$ cat config.mk
export PLATFORM = sky130hd
export DESIGN_NAME = interrupt_priority_resolver
export DESIGN_NICKNAME = d
export VERILOG_FILES = /design/src/rtl/pic_pkg.sv /design/src/rtl/rot_prio_encoder.sv /design/src/rtl/interrupt_priority_resolver.sv
export SDC_FILE = /design/constraint.sdc
export NUM_CORES = 1
export LEC_CHECK = 0
export ABC_AREA = 1
export CAP_MARGIN = 20
export CORE_ASPECT_RATIO = 0.9
export CORE_UTILIZATION = 47
export DETAILED_ROUTE_END_ITERATION = 10
export HOLD_SLACK_MARGIN = 0.06
export PLACE_DENSITY = 0.77
export SLEW_MARGIN = 40
export SYNTH_ARGS = -nofsm -noshare
export SYNTH_HDL_FRONTEND = slang
export SYNTH_SLANG_ARGS = --single-unit
$ cat constraint.sdc
create_clock -name CLK -period 1.55 [get_ports CLK]
set_input_delay 0.31 -clock CLK [delete_from_list [all_inputs] [get_ports CLK]]
set_output_delay 0.31 -clock CLK [all_outputs]
set_load 0.005 [all_outputs]
$ cat src/rtl/pic_pkg.sv
// Shared types and constants for the 8259-style interrupt priority resolver.
package pic_pkg;

  localparam int IR_W   = 3;
  localparam int NUM_IR = 8;

  localparam logic [IR_W-1:0] SPURIOUS_IR = 3'd7;

  typedef enum logic [1:0] {
    IDLE = 2'd0,
    ACK1 = 2'd1,
    ACK2 = 2'd2
  } ack_state_t;

  // Position of a level in the rotated priority order: 0 = highest (ptr+1), 7 = lowest (ptr).
  function automatic logic [IR_W-1:0] prio_rank(input logic [IR_W-1:0] lvl,
                                                input logic [IR_W-1:0] ptr);
    return lvl - ptr - 3'd1;
  endfunction

endpackage

$ cat src/rtl/rot_prio_encoder.sv
// Rotating priority encoder: level ptr+1 (mod 8) is highest, level ptr is lowest.
module rot_prio_encoder
  import pic_pkg::*;
(
  input  logic [NUM_IR-1:0] vec,
  input  logic [IR_W-1:0]   ptr,
  output logic              valid,
  output logic [IR_W-1:0]   level
);

  always_comb begin
    logic [IR_W-1:0] idx;
    // NOTE: every variable gets a default before any conditional write, so no latch is inferred.
    level = '0;
    idx   = '0;
    // Walk from lowest to highest priority so the highest set bit is written last.
    for (int i = NUM_IR - 1; i >= 0; i--) begin
      idx = ptr + IR_W'(i) + IR_W'(1);
      if (vec[idx]) level = idx;
    end
  end

  assign valid = |vec;

endmodule

$ cat src/rtl/interrupt_priority_resolver.sv
// IRR/ISR/priority-resolver stage of an 8259 PIC, feeding Control_Unit.
// Optional feature: define PRIO_ROTATE_EN to add the ROTATE input and a rotating priority pointer.
module interrupt_priority_resolver #(
  parameter int NUM_IR      = pic_pkg::NUM_IR,
  parameter int SYNC_STAGES = 2
) (
  input  logic                     CLK,
  input  logic                     RST,
  input  logic [NUM_IR-1:0]        IR,
  input  logic                     LEVEL,
  input  logic [NUM_IR-1:0]        interrupt_mask,
  input  logic                     INTA_,
  input  logic                     AEOI,
  input  logic                     EOI_STB,
  input  logic                     EOI_SPECIFIC,
  input  logic [pic_pkg::IR_W-1:0] EOI_LEVEL,
  input  logic                     RIRR,
  input  logic                     RISR,
`ifdef PRIO_ROTATE_EN
  input  logic                     ROTATE,
`endif
  output logic                     INTERNAL_INT,
  output logic [pic_pkg::IR_W-1:0] IR_NUM,
  output logic [NUM_IR-1:0]        STATUS
);
  import pic_pkg::*;

  logic [NUM_IR-1:0] ir_pipe [SYNC_STAGES];
  logic [SYNC_STAGES-1:0] inta_pipe;
  logic [NUM_IR-1:0] ir_s, ir_prev, rise;
  logic              inta_s, inta_prev, inta_fall;

  logic [NUM_IR-1:0] irr, isr, irr_n, isr_n, req;
  ack_state_t        state;
  logic              spurious;
  logic [IR_W-1:0]   ptr;

  logic              cand_valid, isr_valid, beats;
  logic [IR_W-1:0]   cand_lvl, isr_lvl, eoi_lvl;
  logic              ack1, ack2, eoi_hit, aeoi_hit;

  // The synchronizer chain is a handful of flops, so it is reset along with everything else.
  always_ff @(posedge CLK) begin
    // NOTE: sequential state uses non-blocking assignments so every flop samples pre-edge values.
    if (RST) begin
      for (int s = 0; s < SYNC_STAGES; s++) begin
        ir_pipe[s]   <= '0;
        inta_pipe[s] <= 1'b1;
      end
      ir_prev   <= '0;
      inta_prev <= 1'b1;
    end else begin
      ir_pipe[0]   <= IR;
      inta_pipe[0] <= INTA_;
      for (int s = 1; s < SYNC_STAGES; s++) begin
        ir_pipe[s]   <= ir_pipe[s-1];
        inta_pipe[s] <= inta_pipe[s-1];
      end
      ir_prev   <= ir_s;
      inta_prev <= inta_s;
    end
  end

  assign ir_s      = ir_pipe[SYNC_STAGES-1];
  assign inta_s    = inta_pipe[SYNC_STAGES-1];
  assign rise      = ir_s & ~ir_prev;
  assign inta_fall = inta_prev & ~inta_s;
  assign req       = irr & ~interrupt_mask;

  rot_prio_encoder u_cand_enc (.vec(req), .ptr(ptr), .valid(cand_valid), .level(cand_lvl));
  rot_prio_encoder u_isr_enc  (.vec(isr), .ptr(ptr), .valid(isr_valid),  .level(isr_lvl));

  assign beats    = cand_valid && (!isr_valid || (prio_rank(cand_lvl, ptr) < prio_rank(isr_lvl, ptr)));
  assign ack1     = (state == IDLE) && inta_fall;
  assign ack2     = (state == ACK1) && inta_fall;
  assign eoi_lvl  = EOI_SPECIFIC ? EOI_LEVEL : isr_lvl;
  assign eoi_hit  = EOI_STB && (EOI_SPECIFIC || isr_valid);
  assign aeoi_hit = ack2 && AEOI && !spurious;

  // EOI clears land before the acknowledge set, so a set on the same bit survives.
  always_comb begin
    irr_n = LEVEL ? ir_s : ((irr | rise) & ir_s);
    isr_n = isr;
    if (eoi_hit)  isr_n[eoi_lvl] = 1'b0;
    if (aeoi_hit) isr_n[IR_NUM]  = 1'b0;
    if (ack1 && cand_valid) begin
      isr_n[cand_lvl] = 1'b1;
      irr_n[cand_lvl] = 1'b0;
    end
  end

  always_ff @(posedge CLK) begin
    if (RST) begin
      irr          <= '0;
      isr          <= '0;
      state        <= IDLE;
      spurious     <= 1'b0;
      INTERNAL_INT <= 1'b0;
      IR_NUM       <= '0;
    end else begin
      irr          <= irr_n;
      isr          <= isr_n;
      INTERNAL_INT <= (state == IDLE) && !inta_fall && beats;
      case (state)
        IDLE: begin
          if (inta_fall) begin
            state    <= ACK1;
            spurious <= !cand_valid;
            IR_NUM   <= cand_valid ? cand_lvl : SPURIOUS_IR;
          end else if (cand_valid) begin
            IR_NUM <= cand_lvl;
          end
        end
        ACK1:    if (inta_fall) state <= ACK2;
        ACK2:    if (inta_s)    state <= IDLE;
        default: state <= IDLE;
      endcase
    end
  end

`ifdef PRIO_ROTATE_EN
  always_ff @(posedge CLK) begin
    if (RST)                     ptr <= 3'd7;
    else if (aeoi_hit && ROTATE) ptr <= IR_NUM;
    else if (eoi_hit && ROTATE)  ptr <= eoi_lvl;
  end
`else
  // Fully nested mode: IR0 highest, IR7 lowest.
  assign ptr = 3'd7;
`endif

  // RIRR only selects IRR, which is already the read-back whenever RISR is low.
  logic rirr_unused;
  assign rirr_unused = RIRR;
  assign STATUS      = RISR ? isr : irr;

endmodule
---- After elaboration in Yosys (flattened, before gate mapping) ----
Memories as Yosys holds them, arrays and structs flattened.
Cells that the tools add are included.
word-level totals
  memories ................................ 1
  bits in registers ....................... 34
  RAM bits ................................ 16
  input bits .............................. 28
  word-level logic and storage cells ...... 109
cells by class
  add/sub/neg operators ................... 4
  multiplexer cells ....................... 41
  reduce and logical (&&, ||, !) cells .... 25
  bitwise operators ....................... 17
  $lt $le $gt $ge ......................... 7
  eq/ne operators ......................... 5
memory list
  name     depth  width  rd ports  clocked after memory_dff  wr ports  line                               source
  ir_pipe  2      8      2         0                         2         interrupt_priority_resolver.sv:28  logic [NUM_IR-1:0] ir_pipe [SYNC_STAGES];
operators by type and width
  operator                                                            number
  2-to-1 mux 8 bit                                                    8
  2-to-1 mux 3 bit                                                    20
  bitwise AND 8 bit                                                   6
  NOT 8 bit                                                           5
  OR 8 bit                                                            2
  OR reduction 8 bit                                                  2
  logical AND 1 bit                                                   12
  less-than comparator 3 x 4 -> 1 bit (second input constant)         3
  demux 1 bit (select 3 bit)                                          3
  greater-or-equal comparator 3 x 1 -> 1 bit (second input constant)  3
  2-to-1 mux 1 bit                                                    6
  2-to-1 mux 2 bit                                                    3
  != test 2 bit (second input constant)                               3
  one-hot mux 2 bit (3 select lines)                                  1
  subtractor 3 x 1 -> 3 bit (second input constant)                   2
  subtractor 3 bit (second input constant)                            2
  logical NOT 1 bit                                                   4
  AND reduction 2 bit                                                 2
  less-than comparator 3 bit                                          1
  AND reduction 3 bit                                                 1
  == test 2 x 1 -> 1 bit (second input constant)                      1
  == test 2 bit (second input constant)                               1
  logical NOT 2 bit                                                   1
  logical OR 1 bit                                                    2
  4 further kinds                                                     5

---- Logic depth before layout (Yosys ltp) ----
Gate-level depths: netlist of run 1.
  depth after elaboration ................. 20
  mapped depth ............................ 13

---- Hierarchy ----
Synthesis of run 1 repeated with hierarchy kept, for this count alone.
unflattened totals
  cell total of the unflattened synthesis .. 590
  area, all modules ....................... 3746.1 um^2
by module, submodules not included
  module                       area an instance (um^2)  cells each  times used  sequential area each (um^2)
  interrupt_priority_resolver  2137.0                   300         1           1001.0
  rot_prio_encoder             804.5                    145         2           0.0

---- Least setup slack after synthesis of run 1 ----
No wires, ideal clock.
  kind .................................... register -> register
  start point ............................. register irr[0]
  end point ............................... register INTERNAL_INT
  stages on the path, launching flop included .. 13
  path slack .............................. 0.100 ns
  clock period less this slack ............ 1.450 ns
  arrival time ............................ 1.380 ns
  path buffers ............................ 0
  setup time .............................. 0.070 ns
  cells stage by stage .................... dfxtp_1 > inv_2 > or2_4 > nand2_4 > nor2_4 > clkinv_2 > nor2_1 > ha_1 > nand2_1 > inv_1 > nand2_1 > nand2_1 > a21oi_1
between the ends
  word-level cells in the longest chain between the ends .. 8
  elaborated cells on any way between the ends .. 9
ends and longest elaborated chain
  what                        line                                source
  start, declared             interrupt_priority_resolver.sv:33   logic [NUM_IR-1:0] irr, isr, irr_n, isr_n, req;
  start signal, assigned      interrupt_priority_resolver.sv:101  irr <= irr_n;
  bitwise AND 8 bit *         interrupt_priority_resolver.sv:68   assign req = irr & ~interrupt_mask;
  2-to-1 mux 3 bit            rot_prio_encoder.sv:19              if (vec[idx]) level = idx;
  subtractor 3 bit            pic_pkg.sv:18                       return lvl - ptr - 3'd1;
  subtractor 3 x 1 -> 3 bit   pic_pkg.sv:18
  less-than comparator 3 bit  interrupt_priority_resolver.sv:73   assign beats = cand_valid && (!isr_valid || (prio_rank(cand_lvl, ptr) < prio_rank(isr_lvl, ptr)));
  logical OR 1 bit            interrupt_priority_resolver.sv:73
  logical AND 1 bit *         interrupt_priority_resolver.sv:73
  logical AND 1 bit *         interrupt_priority_resolver.sv:103  INTERNAL_INT <= (state == IDLE) && !inta_fall && beats;
  end signal, assigned        interrupt_priority_resolver.sv:103
  end, declared               interrupt_priority_resolver.sv:22   output logic INTERNAL_INT,
Mark *: on every way between the ends. The rest lies on a longest branch, timed or not.
A chain may end at the register's enable or synchronous reset.

---- Final worst setup path of run 1 ----
  start point ............................. input port interrupt_mask[4]
  end point ............................... register IR_NUM[1] in the netlist's numbering
between the ends
  word-level cells in the longest chain between the ends .. 9
  elaborated cells on any way between the ends .. 13
ends and longest elaborated chain
  what                                        line                                                                    source
  start, declared                             interrupt_priority_resolver.sv:11                                       input logic [NUM_IR-1:0] interrupt_mask,
  NOT 8 bit *                                 interrupt_priority_resolver.sv:68
  bitwise AND 8 bit *                         interrupt_priority_resolver.sv:68
  2-to-1 mux 3 bit (5 in a row)               rot_prio_encoder.sv:19
  2-to-1 mux 3 bit, on equally long branches  interrupt_priority_resolver.sv:110, interrupt_priority_resolver.sv:109
  2-to-1 mux 3 bit                            interrupt_priority_resolver.sv:106                                      if (inta_fall) begin
  end signal, assigned                        interrupt_priority_resolver.sv:109                                      IR_NUM <= cand_valid ? cand_lvl : SPURIOUS_IR;
  end signal, assigned                        interrupt_priority_resolver.sv:111                                      IR_NUM <= cand_lvl;
  end, declared                               interrupt_priority_resolver.sv:23                                       output logic [pic_pkg::IR_W-1:0] IR_NUM,
Mark *: on every way between the ends. The rest lies on a longest branch, timed or not. The select of a mux whose other input is x is not followed.

==> flow_results.org, run 1 <==
** Logic synthesis
- Warning count from the yosys run :: 0
- In this run, synthesis inferred 0 flip-flops with an integrated enable.
- For this run, the leading register cell type out of synthesis is sky130_fd_sc_hd__dfxtp_1.
- After Yosys synthesis, full adders, half adders and majority gates account for 1.09% of the synthesized area.
- The mapped netlist covers 2290 um^2.
- Synth cell count leaders :: 73 x sky130_fd_sc_hd__nand2_1, 56 x sky130_fd_sc_hd__inv_1, 50 x sky130_fd_sc_hd__dfxtp_1
- The largest total area in the synthesized netlist belongs to sky130_fd_sc_hd__dfxtp_1.
- Yosys top cell area share :: 43.6%
- Sequential elements use 43.6% of the synthesized area.
- Share of flip-flops with an asynchronous set or reset :: 0%
- By area, the combinational part of the netlist is dominated by simple AND/OR/NAND/NOR gates.
- Number of nets in the synthesized netlist :: 354
- The synthesized netlist contains 32 unique library cells.
- After synthesis, the cell types taking the most area are sky130_fd_sc_hd__dfxtp_1 44%, sky130_fd_sc_hd__nand2_1 12%, sky130_fd_sc_hd__inv_1 9.2%.
- Simple-gate share of the synthesized area :: 30.9%
- In the post-synthesis netlist, the cell with the most instances is sky130_fd_sc_hd__nand2_1.
- After Yosys synthesis, XOR and XNOR cells account for 0% of the synthesized area.
- #FFs+latches synth :: 50
- Multiplexer area fraction after synthesis :: 0%
- Mean area per synthesized cell :: 7.08 um^2
- Summing the areas of all compound-gate instances in the mapped netlist gives 12.1% of the synthesized area.
- Synthesis produced 324 cells.

** Routing
- For this block, the initial DRC count from the detailed router was 113.
- Detailed-route via count :: 2250
- Number of iterations in the first detailed-routing pass :: 4
- Drc violations :: 0
- Avg WL per Cell :: 12.6 um
- Residual antenna-violating net count after detailed routing :: 0
- Wirelength, routed :: 5.81 mm
- DR vias/cell :: 4.89

** Clock tree
- Number of buffers on the longest clock path :: 2
- Skew-Pair Late Insertion Delay :: 0.30 ns
- Clock tree synthesis selected as its root buffer the cell sky130_fd_sc_hd__clkbuf_8.
- CTS H-tree depth :: 2
- TritonCTS created 5 clock buffers.
- After clock tree synthesis, the clock-pin slew on the worst setup and hold paths is 0.09 ns.
- The clock drives 50 sinks.
- Clock tree from TritonCTS :: built
- Total of hold buffers inserted after clock tree synthesis :: 0

** Placement
- The congestion estimate from routability-driven global placement came to 0.895.
- Dpl hpwl :: 4.21 mm
- Input and output buffers added on the ports amount to 38.

** Cells and area
- Proportion of layout cells with a drive suffix above 1 :: 29.9%
- After the last flow step, the layout net total stands at 427.
- Area grow syn2layout :: 39.5%
- Share of the core filled with cells :: 69.9%
- The repair_antennas step left the layout with diodes totalling 0.

** Worst setup path
- The critical path goes through clkdlybuf4s50_1 -> or2_4 -> nand2_2 -> nor2_2 -> buf_4 -> buf_4 -> nand2_2 -> nand2_2 -> o21ai_0 -> a21oi_1.
- On the critical path, the stage with the largest delay is an instance of sky130_fd_sc_hd__clkdlybuf4s50_1.
- Worst path max stage delay :: 0.40 ns
- Type of the setup path with the least slack :: input pin to flip-flop
- At the worst endpoint, the arrival time is 1.75 ns.
- For the worst setup path, the data required time is 1.74 ns.
- Most frequent cell on the critical path :: sky130_fd_sc_hd__nand2_2
- Sort of element at the end of the critical path :: flip-flop
- Setup crit start kind :: input pin
- Maximum net fanout on the critical path :: 3

** Floorplanning
- Die area :: 5170 um^2
- Pin placement for this block handled 40 I/O pins.
- Die width :: 75.7 um
- The core region is 4580 um^2.
- Row Count :: 23
- Starting density of the core :: 50.2%
- Die span in y :: 68.3 um

** Global routing
- Number of global-route vias before repair :: 2030
- The total overflow left after global routing is 0.
- Antenna violations before repair :: 0
- In the global route stage, overall resource usage came out at 23.1%.
- Maximum number of pins on one net before global-route repair :: 17
- The first global-routing pass estimated 8.75 mm of wire.

** STA
- Setup violations remaining at the end of the flow were counted as 1.
- Slew headroom :: 78.3%
- Upper clock frequency limit :: 643 MHz
- Final slew viol count :: 0
- For the pin with the worst max-slew slack, the measured transition is 0.325 ns.
- The final critical path takes up 100% of the cycle.
- Setup repair after global routing could not meet its margin everywhere.
- For the finished layout, the period the worst path requires is 1.55 ns.
- Largest clock skew in the final design :: 0.00296 ns
- Number of hold violations in the final report :: 0
- Hold timing on the final database bottoms out at a slack of 0.404 ns.
- After layout, the worst setup slack is -0.00435 ns.

** Power
- The analysis attributes to cell leakage a power of 1.50 nW.
- In this run the power spent charging and discharging nets is 0.666 mW.
- Registers are responsible for 53.0% of the overall power.
- Dividing total power by cell area gives a power density of 799 nW/um^2.
- The internal power of the cells totals 1.89 mW.
- The clock network burns 31.5% of the power.
- Peak VDD IR :: 0.676 mV
- Net switching is 26.0% of the power.
- Combinational group share of total power :: 15.5%

** Status
- Violated checks :: setup timing
- Status :: complete, but fails checks

** Worst hold path
- The worst hold path belongs to the class flip-flop to flip-flop.

** Job
- Max-cap viol count :: 0
## critical path, delay by kind of cell
kind | cells | cell delay, ns
AOI/OAI and AO/OA | 2 | 0.26
and+or+nand+nor | 5 | 0.52
buffers and inverters | 3 | 0.66
## routing by layer
metal	track usage, %	vias to the layer above	wire [um]
li1	-	1139	-
met1	27.5	1017	2550
met2	40.7	77	2830
met3	4.86	17	269
met4	8.80	0	157
met5	0	-	0
## stage by stage
step           setup WS (ns)  power (mW)  cells  instance area (um^2)  setup TNS, ns
5_1_grt              -0.0901        2.66    460                  3200         -0.484
4_1_cts              -0.0141        2.54    456                  3080        -0.0163
2_1_floorplan         0.0998        1.55    324                  2290              0
6_report            -0.00435        2.56    460                  3200       -0.00435
3_3_place_gp          -0.463        1.73    442                  2910          -8.39
3_5_place_dp          -0.474        1.74    442                  2910          -9.24
## kinds of logic (layout without fill, tap and decap cells)
family          Yosys count  after routing
simple gates            151            151
buf+inv                  73            147
compound gates           48             48
fa+ha+maj                 2              2
flops                    50             50
## layout by cell type, fill, tap and decap left out, drive strengths merged
cell type	n
clkdlybuf4s15	2
clkinvlp	1
buf	36
a41oi	2
nor4	1
nor2	40
dfxtp	50
o21ai	18
a21boi	1
nor3	5
ha	2
inv	67
clkinv	1
nand2	79
clkdlybuf4s50	23
or2	8
dlygate4sd2	11
nand3	18
a31oi	7
clkbuf	6
a21oi	20
## power by group through the flow
stage                     sequential, mW  combinational [mW]  clock [mW]
after floorplan                     1.38               0.170           0
after global placement              1.38               0.347           0
after detailed placement            1.38               0.355           0
after CTS                           1.36               0.367       0.820
after global routing                1.36               0.432       0.866
final                               1.35               0.396       0.806
## path summary, 6_finish.rpt
kind | end | slack (ns) | cells past startpoint | from
max | IR_NUM[1] | -0.004 | 10 | interrupt_mask[4]
min | ir_pipe[0][14] | 0.40 | 2 | ir_pipe[0][6]
max reg2reg | INTERNAL_INT | -0.004 | 11 | irr[2]
min reg2reg | ir_pipe[0][14] | 0.40 | 2 | ir_pipe[0][6]
## state kept, by name (all words and copies together) (netlist names)
signal and flops:
ir_prev 8, ir_pipe 16, irr 8, spurious 1, inta_prev 1, INTERNAL_INT 1
IR_NUM 3, inta_pipe 2, isr 8, state 2
## final cells by class
type                            instances  area (um^2)
Multi-Input combinational cell        201         1140
Inverter                               67          258
Sequential cell                        50         1010
Timing Repair Buffer                   72          613
Clock inverter                          2         16.3
Tap cell                               62         77.6
Clock buffer                            6         82.6
Fill cell                             380         1380
## what timing repair did
item	4_1_cts	5_1_grt
gates cloned	1	0
endpoints found under the hold margin	0	0
pin swaps	14	15
setup endpoints to repair	11	23
setup buffers	5	4
resized for setup	43	36
No activity file was read; power rests on OpenSTA's default activity.
==> run 2: changes to the inputs <==
==> constraint.sdc (replaced) <==
create_clock -name CLK -period 1.55 [get_ports CLK]
set_input_delay 0.31 -clock CLK [delete_from_list [all_inputs] [get_ports CLK]]
set_output_delay 0.31 -clock CLK [all_outputs]
set_load 0.1 [all_outputs]
==> run 2 against run 1 <==
Net effect:
- the flow still finishes with violations (setup timing)
- clock power increased by 14%
- sequential power about the same
- maximum frequency down 3.6%
- non-clock buffer count decreased by 3
- clock skew rose by 0.0073 ns
- flip-flop and latch count unchanged
- clock-buffer cell count unchanged
- design area increased by 9.8%
- global-route usage rose by 2.7 points
- critical path depth did not move
- critical path type is now flip-flop to flip-flop
- largest cell class unchanged
==> flow_results.org, run 2 (synthesis gave the netlist of run 1 again) <==
** Status
- The run finished, with violations left.
- The final reports fail on setup timing.

** Worst setup path
- For the worst setup path, the data arrival time is 1.87 ns.
- Sort of element at the end of the critical path :: flip-flop
- Source of the worst register-to-register timing path :: irr[0]
- Cells along the critical path :: inv_2 -> or2_4 -> nand2_4 -> nor2_4 -> clkinv_2 -> nor2_4 -> ha_4 -> a21oi_2 -> nand2_1 -> a21oi_2
- In this run the worst setup path begins at irr[0].
- Gate family responsible for the most delay along the worst path :: simple AND/OR/NAND/NOR gates
- WP data required :: 1.81 ns
- The worst setup path is of the flip-flop to flip-flop kind.
- Worst path max stage delay :: 0.34 ns
- Along the worst path, the maximum fanout reaches 3.
- Setup crit start kind :: flip-flop
- The number of buffers and inverters on the critical path is 2.
- The largest individual stage delay along the critical path comes from the cell sky130_fd_sc_hd__dfxtp_2.

** Placement
- Setup slack after placement :: -0.407 ns
- Detailed placement ended at an HPWL of 4.02 mm.
- Weighted congestion at the end of routability-driven global placement :: 0.887
- In this run the tool buffered the top-level ports with 38 buffer cells.
- Counting tap cells, the placed design contains a total of 440 instances.

** Floorplanning
- Row Count :: 23
- After floorplanning, the core was sized to cover 4580 um^2.
- Number of top-level pins :: 40
- The die is 68.3 um tall.
- Die area :: 5170 um^2
- The initial utilization of the core area, before any placement, comes to 50.2%.
- Die width :: 75.7 um

** Cells and area
- The post-route netlist has 35.9% of its cells at a drive strength greater than 1.
- Number of flip-flops under the largest register name :: 16
- Highest-count cells in the layout ignoring fill and taps :: 62 x sky130_fd_sc_hd__nand2_1, 52 x sky130_fd_sc_hd__inv_1, 40 x sky130_fd_sc_hd__dfxtp_1
- Leading cell type in the layout, fill and taps excluded :: sky130_fd_sc_hd__nand2_1
- Counting flops per register, the top entry is ir_pipe.
- Leaving out filler cells and counting taps, the final layout contains 457.
- Nets :: 424
- The number of antenna diodes in the final layout is 0.
- Relative to the synthesized area, the layout overhead comes to 53.2%.
- Share of the core filled with cells :: 76.8%

** Routing
- Drc violations :: 0
- Summing over every cut layer, the via total after detailed routing is 2427.
- Violation count after the first detailed-routing iteration :: 192
- Using the TritonRoute via totals, the vias-per-cell ratio works out to 5.31.
- Residual antenna-violating net count after detailed routing :: 0
- Number of iterations in the first detailed-routing pass :: 5
- Wirelength, routed :: 7.11 mm
- Avg WL per Cell :: 15.6 um

** STA
- RSZ-0062 raised after global routing :: true
- At the pin with the least slew margin, the transition time is 0.335 ns.
- Across the routed clock network, the largest skew measured is 0.0102 ns.
- The final number of hold-violating endpoints came to 0.
- Setup slack of the critical path after layout :: -0.0625 ns
- Counting I/O delays and the setup requirement, the final critical path takes 1.61 ns.
- For this run, the top clock speed supported by timing is 620 MHz.
- Slew headroom :: 77.6%
- Final slew viol count :: 0
- Part of the cycle the worst path needs :: 104%
- Setup violations remaining at the end of the flow were counted as 3.
- Final total negative setup slack :: -0.0923 ns

** Global routing
- The via count of the first global-routing pass is 2195.
- Across every metal layer, demand over resource in global routing totals 25.8%.
- Entering global routing, the biggest net connects 16 pins.
- The first global-routing pass estimated 9.73 mm of wire.
- Residual overflow from global routing :: 0
- Antenna violations before repair :: 0

** Worst hold path
- The startpoint identified for the worst hold timing path is ir_pipe[0][3].
- Worst min-delay path category :: flip-flop to flip-flop

** Clock tree
- Clock tree from TritonCTS :: built
- Skew-Pair Late Insertion Delay :: 0.31 ns
- The H-tree generated during clock tree synthesis spans 2 levels.
- Total of hold buffers inserted after clock tree synthesis :: 0
- The clock net in this run drives a total of 50 sinks.
- In this run the deepest clock path goes through 2 buffers.
- The tree is rooted in a sky130_fd_sc_hd__clkbuf_8.
- Clock-pin slew was measured on the worst setup and hold paths at 0.10 ns.
- Counting the buffers created by CTS gives 5.

** Power
- Peak VDD IR :: 0.614 mV
- Leak pwr :: 1.57 nW
- Dividing total power by cell area gives a power density of 820 nW/um^2.

** Job
- The tool flagged a number of max-cap violations equal to 0.
## run 2: worst paths after layout
path,endpoint,slack (ns),cells past startpoint
worst max-delay path,INTERNAL_INT,-0.06,10
worst min-delay path,ir_pipe[0][11],0.41,2
worst min register to register,ir_pipe[0][11],0.41,2
worst max register to register,INTERNAL_INT,-0.06,10
## run 2: layout make-up
| cell class | count | area, um^2 |
|---|---|---|
| clock buffers | 6 | 72.6 |
| multi-input cells | 201 | 1280 |
| well taps | 62 | 77.6 |
| repair buffers | 69 | 771 |
| inverters | 67 | 258 |
| clock inverters | 2 | 37.5 |
| fillers | 317 | 1060 |
| flip-flops and latches | 50 | 1010 |
## run 2: power breakdown
| group | total, mW | internal [mW] | leakage [nW] | switching, mW |
|---|---|---|---|---|
| combinational | 0.584 | 0.246 | 1.10 | 0.339 |
| sequential | 1.37 | 1.33 | 0.414 | 0.0408 |
| clock | 0.922 | 0.482 | 0.0514 | 0.440 |
| total | 2.88 | 2.06 | 1.57 | 0.820 |
## run 2: per-layer routing
metal | share of wire, % | GRT usage (%) | vias up
met5 | 0 | 0 | -
met4 | 6.8 | 16.7 | 0
met2 | 47 | 43.3 | 147
met3 | 6.9 | 5.45 | 50
li1 | - | - | 1133
met1 | 39 | 29.7 | 1097
## run 2: metrics by stage
step | total power, mW | cell area (um^2) | hold slack, ns
after floorplan | 1.66 | 2340 | 0.388
after global placement | 1.87 | 3070 | 0.389
after detailed placement | 1.88 | 3070 | 0.393
after CTS | 2.80 | 3330 | 0.407
after global routing | 2.98 | 3510 | 0.417
final | 2.88 | 3510 | 0.406
## run 2: repair_timing
action / in CTS / in global routing
resized for setup: 33 / 46
cloned: 1 / 0
pin swaps: 20 / 19
setup buffers: 4 / 4
endpoints found under the setup margin: 14 / 19
## run 2: worst register-to-register path: stages (launching register included)
cell                       delay (ns)
sky130_fd_sc_hd__dfxtp_2         0.34
sky130_fd_sc_hd__inv_2           0.05
sky130_fd_sc_hd__or2_4           0.27
sky130_fd_sc_hd__nand2_4         0.11
sky130_fd_sc_hd__nor2_4          0.04
sky130_fd_sc_hd__clkinv_2        0.06
sky130_fd_sc_hd__nor2_4          0.04
sky130_fd_sc_hd__ha_4            0.25
sky130_fd_sc_hd__a21oi_2         0.17
sky130_fd_sc_hd__nand2_1         0.11
sky130_fd_sc_hd__a21oi_2         0.12
==> run 3: changes to the inputs <==
--- a/config.mk
+++ b/config.mk
@@ -8,10 +8,11 @@
 export ABC_AREA = 1
 export CAP_MARGIN = 20
 export CORE_ASPECT_RATIO = 0.9
-export CORE_UTILIZATION = 47
+export CORE_UTILIZATION = 49
+export CTS_BUF_LIST = sky130_fd_sc_hd__clkbuf_2
 export DETAILED_ROUTE_END_ITERATION = 10
 export HOLD_SLACK_MARGIN = 0.06
-export PLACE_DENSITY = 0.77
+export PLACE_DENSITY = 0.8
 export SLEW_MARGIN = 40
 export SYNTH_ARGS = -nofsm -noshare
 export SYNTH_HDL_FRONTEND = slang
==> run 3 against run 2 <==
Net effect:
- the run still ends with setup timing left
- first-iteration DRC count down 11%
- global-route usage up 0.41 points
- utilization up 0.61 points
- design area down 1.7%
- total power down 8.9%
- clock skew up 0.013 ns
- clock power down 24%
- largest power group unchanged
==> flow_results.org, run 3 (synthesis gave the netlist of run 1 again) <==
** STA
- After layout, the minimum clock period comes to 1.64 ns.
- The count of pins over their slew limit came to 0.
- For the pin with the worst max-slew slack, the measured transition is 0.319 ns.
- Setup violations remaining at the end of the flow were counted as 7.
- Part of the cycle the worst path needs :: 106%
- For the final database, setup skew stands at 0.0231 ns.
- In the post-route analysis, the smallest setup slack over all paths is -0.0882 ns.
- Final hold analysis gives a worst-case slack of 0.343 ns.
- Derived from the worst setup path, the maximum achievable clock frequency is 610 MHz.
- RSZ-0062 raised after global routing :: true
- Slew headroom :: 78.6%
- The final number of hold-violating endpoints is 0.

** Worst setup path
- Cell at the slowest stage of the critical path :: sky130_fd_sc_hd__dfxtp_2
- Maximum net fanout on the critical path :: 3
- WP data required :: 1.24 ns
- STA classifies the critical path startpoint as a flip-flop.
- Gate family responsible for the most delay along the worst path :: flip-flops
- Sort of element at the end of the critical path :: output port
- The largest single stage delay on the critical path is 0.39 ns.
- Buf+Inv Stages, Crit Path :: 3
- Data on the critical path arrives at its endpoint at 1.33 ns.
- Walking the worst path, the cells encountered are inv_2 -> buf_6 -> o21ai_4 -> buf_12.
- For flop-to-flop paths, the worst setup slack is -0.05 ns.
- Type of the setup path with the least slack :: flip-flop to output port

** Floorplanning
- Die width :: 74.1 um
- After floorplanning, the core was sized to cover 4460 um^2.
- Pin placement for this block handled 40 I/O pins.
- Row Count :: 23
- Die span in y :: 66.9 um
- Starting density of the core :: 51.4%
- Die area :: 4960 um^2

** Power
- In this run the power density over the cells is 760 nW/um^2.
- After layout, the design draws a total of 2.62 mW.
- Summed over all cells, the static leakage comes to 1.54 nW.
- IR analysis of the VDD net gives a maximum drop of 0.580 mV.

** Routing
- Across all layers, the routed design uses 2346 vias.
- Drc violations :: 0
- The detailed router finished its first iteration with 170 violations.
- Number of iterations in the first detailed-routing pass :: 4
- After detailed routing, the average wire length per cell comes to 13.8 um.
- Summed over all layers, the routed wires come to 6.30 mm.
- DR vias/cell :: 5.16
- Residual antenna-violating net count after detailed routing :: 0

** Cells and area
- Leaving out fill and tap cells, the most frequent cells in the layout are 58 x sky130_fd_sc_hd__nand2_1, 48 x sky130_fd_sc_hd__inv_1, 29 x sky130_fd_sc_hd__dfxtp_1.
- Count of filler cells inserted in the layout :: 285
- Leaving out fill and tap cells, the most frequent cell in the layout is sky130_fd_sc_hd__nand2_1.
- The finished layout holds 455 standard cells, fillers aside.
- Nets :: 422
- 0 antenna diodes ended up in the layout.
- Number of flip-flops under the largest register name :: 16
- Reg with most FFs :: ir_pipe
- Proportion of layout cells with a drive suffix above 1 :: 40.2%
- Compared with the post-synthesis result, the final layout area differs by 50.5%.

** Placement
- IO Port Bufs :: 38
- The congestion estimate from routability-driven global placement came to 0.900.
- Setup slack after placement :: -0.403 ns
- Dpl hpwl :: 4.27 mm
- Counting tap cells, the placed design contains a total of 438 instances.

** Clock tree
- CTS H-tree depth :: 2
- The tree is rooted in a sky130_fd_sc_hd__clkbuf_2.
- Number of buffers on the longest clock path :: 2
- Buffers inserted to repair hold after CTS numbered 0.
- TritonCTS built the clock tree.
- Clk pin slew, worst setup/hold paths :: 0.25 ns
- TritonCTS buffer count :: 5
- Number of sinks driven by the clock tree :: 50
- Skew-Pair Late Insertion Delay :: 0.44 ns

** Global routing
- The initial antenna violation count is 0.
- Residual overflow from global routing :: 0
- First-pass GRT wire length :: 9.72 mm
- All-Layer GR Usage :: 26.2%
- Number of global-route vias before repair :: 2204
- Maximum number of pins on one net before global-route repair :: 21

** Worst hold path
- The tightest min-delay check is of the input pin to flip-flop type.

** Status
- The checks that failed: setup timing.
- The flow ran to the end, but the final reports show violations.

** Job
- Across the run, the number of max-cap violations was 0.
[run 3: final timing paths]
kind                   start            end  cells past startpoint
setup / recovery      irr[7]      STATUS[7]                      4
hold / removal         IR[3]  ir_pipe[0][3]                      3
setup reg to reg      irr[0]   INTERNAL_INT                     12
hold reg to reg   ir_prev[4]         irr[4]                      1
[run 3: metal layers]
layer  global-route usage [%]  up-vias  wire length (um)
li1                         -     1136                 -
met1                     29.9     1081              2510
met2                     45.7       98              3150
met3                     6.35       31               404
met4                     11.8        0               231
met5                        0        -                 0
[run 3: per-stage QoR]
| stage | instance area (um^2) | TNS [ns] | utilization, % |
|---|---|---|---|
| after floorplan | 2340 | -0.154 | - |
| after global placement | 3050 | -5.59 | 68.4 |
| after detailed placement | 3050 | -6.43 | 68.4 |
| after CTS | 3270 | -0.229 | 73.3 |
| after global routing | 3450 | -1.08 | 77.4 |
| final | 3450 | -0.333 | 77.4 |
[run 3: power by group]
part | internal, mW | switching, mW | total (mW)
registers | 1.33 | 0.0411 | 1.38
logic | 0.231 | 0.314 | 0.545
clock network | 0.278 | 0.426 | 0.704
total | 1.84 | 0.781 | 2.62
[run 3: worst reg2reg max path, delay by kind of cell (launching register included)]
family,cells,cell delay [ns]
compound gates,1,0.10
fa+ha+maj,1,0.30
buf+inv,3,0.15
flops,1,0.40
simple gates,7,0.62
[run 3: timing repair]
action	in CTS	in global routing
gates cloned	1	0
pin swaps	7	17
setup endpoints to repair	9	27
setup buffers	4	5
resized for setup	28	59
[run 3: cell type report]
class	count	area [um^2]	share of cell area [%]
clock buffers	6	30.0	0.870
clock inverters	2	37.5	1.09
inverters	67	260	7.54
multi-input cells	201	1250	36.1
flip-flops and latches	50	1040	30.0
well taps	62	77.6	2.25
repair buffers	67	764	22.1
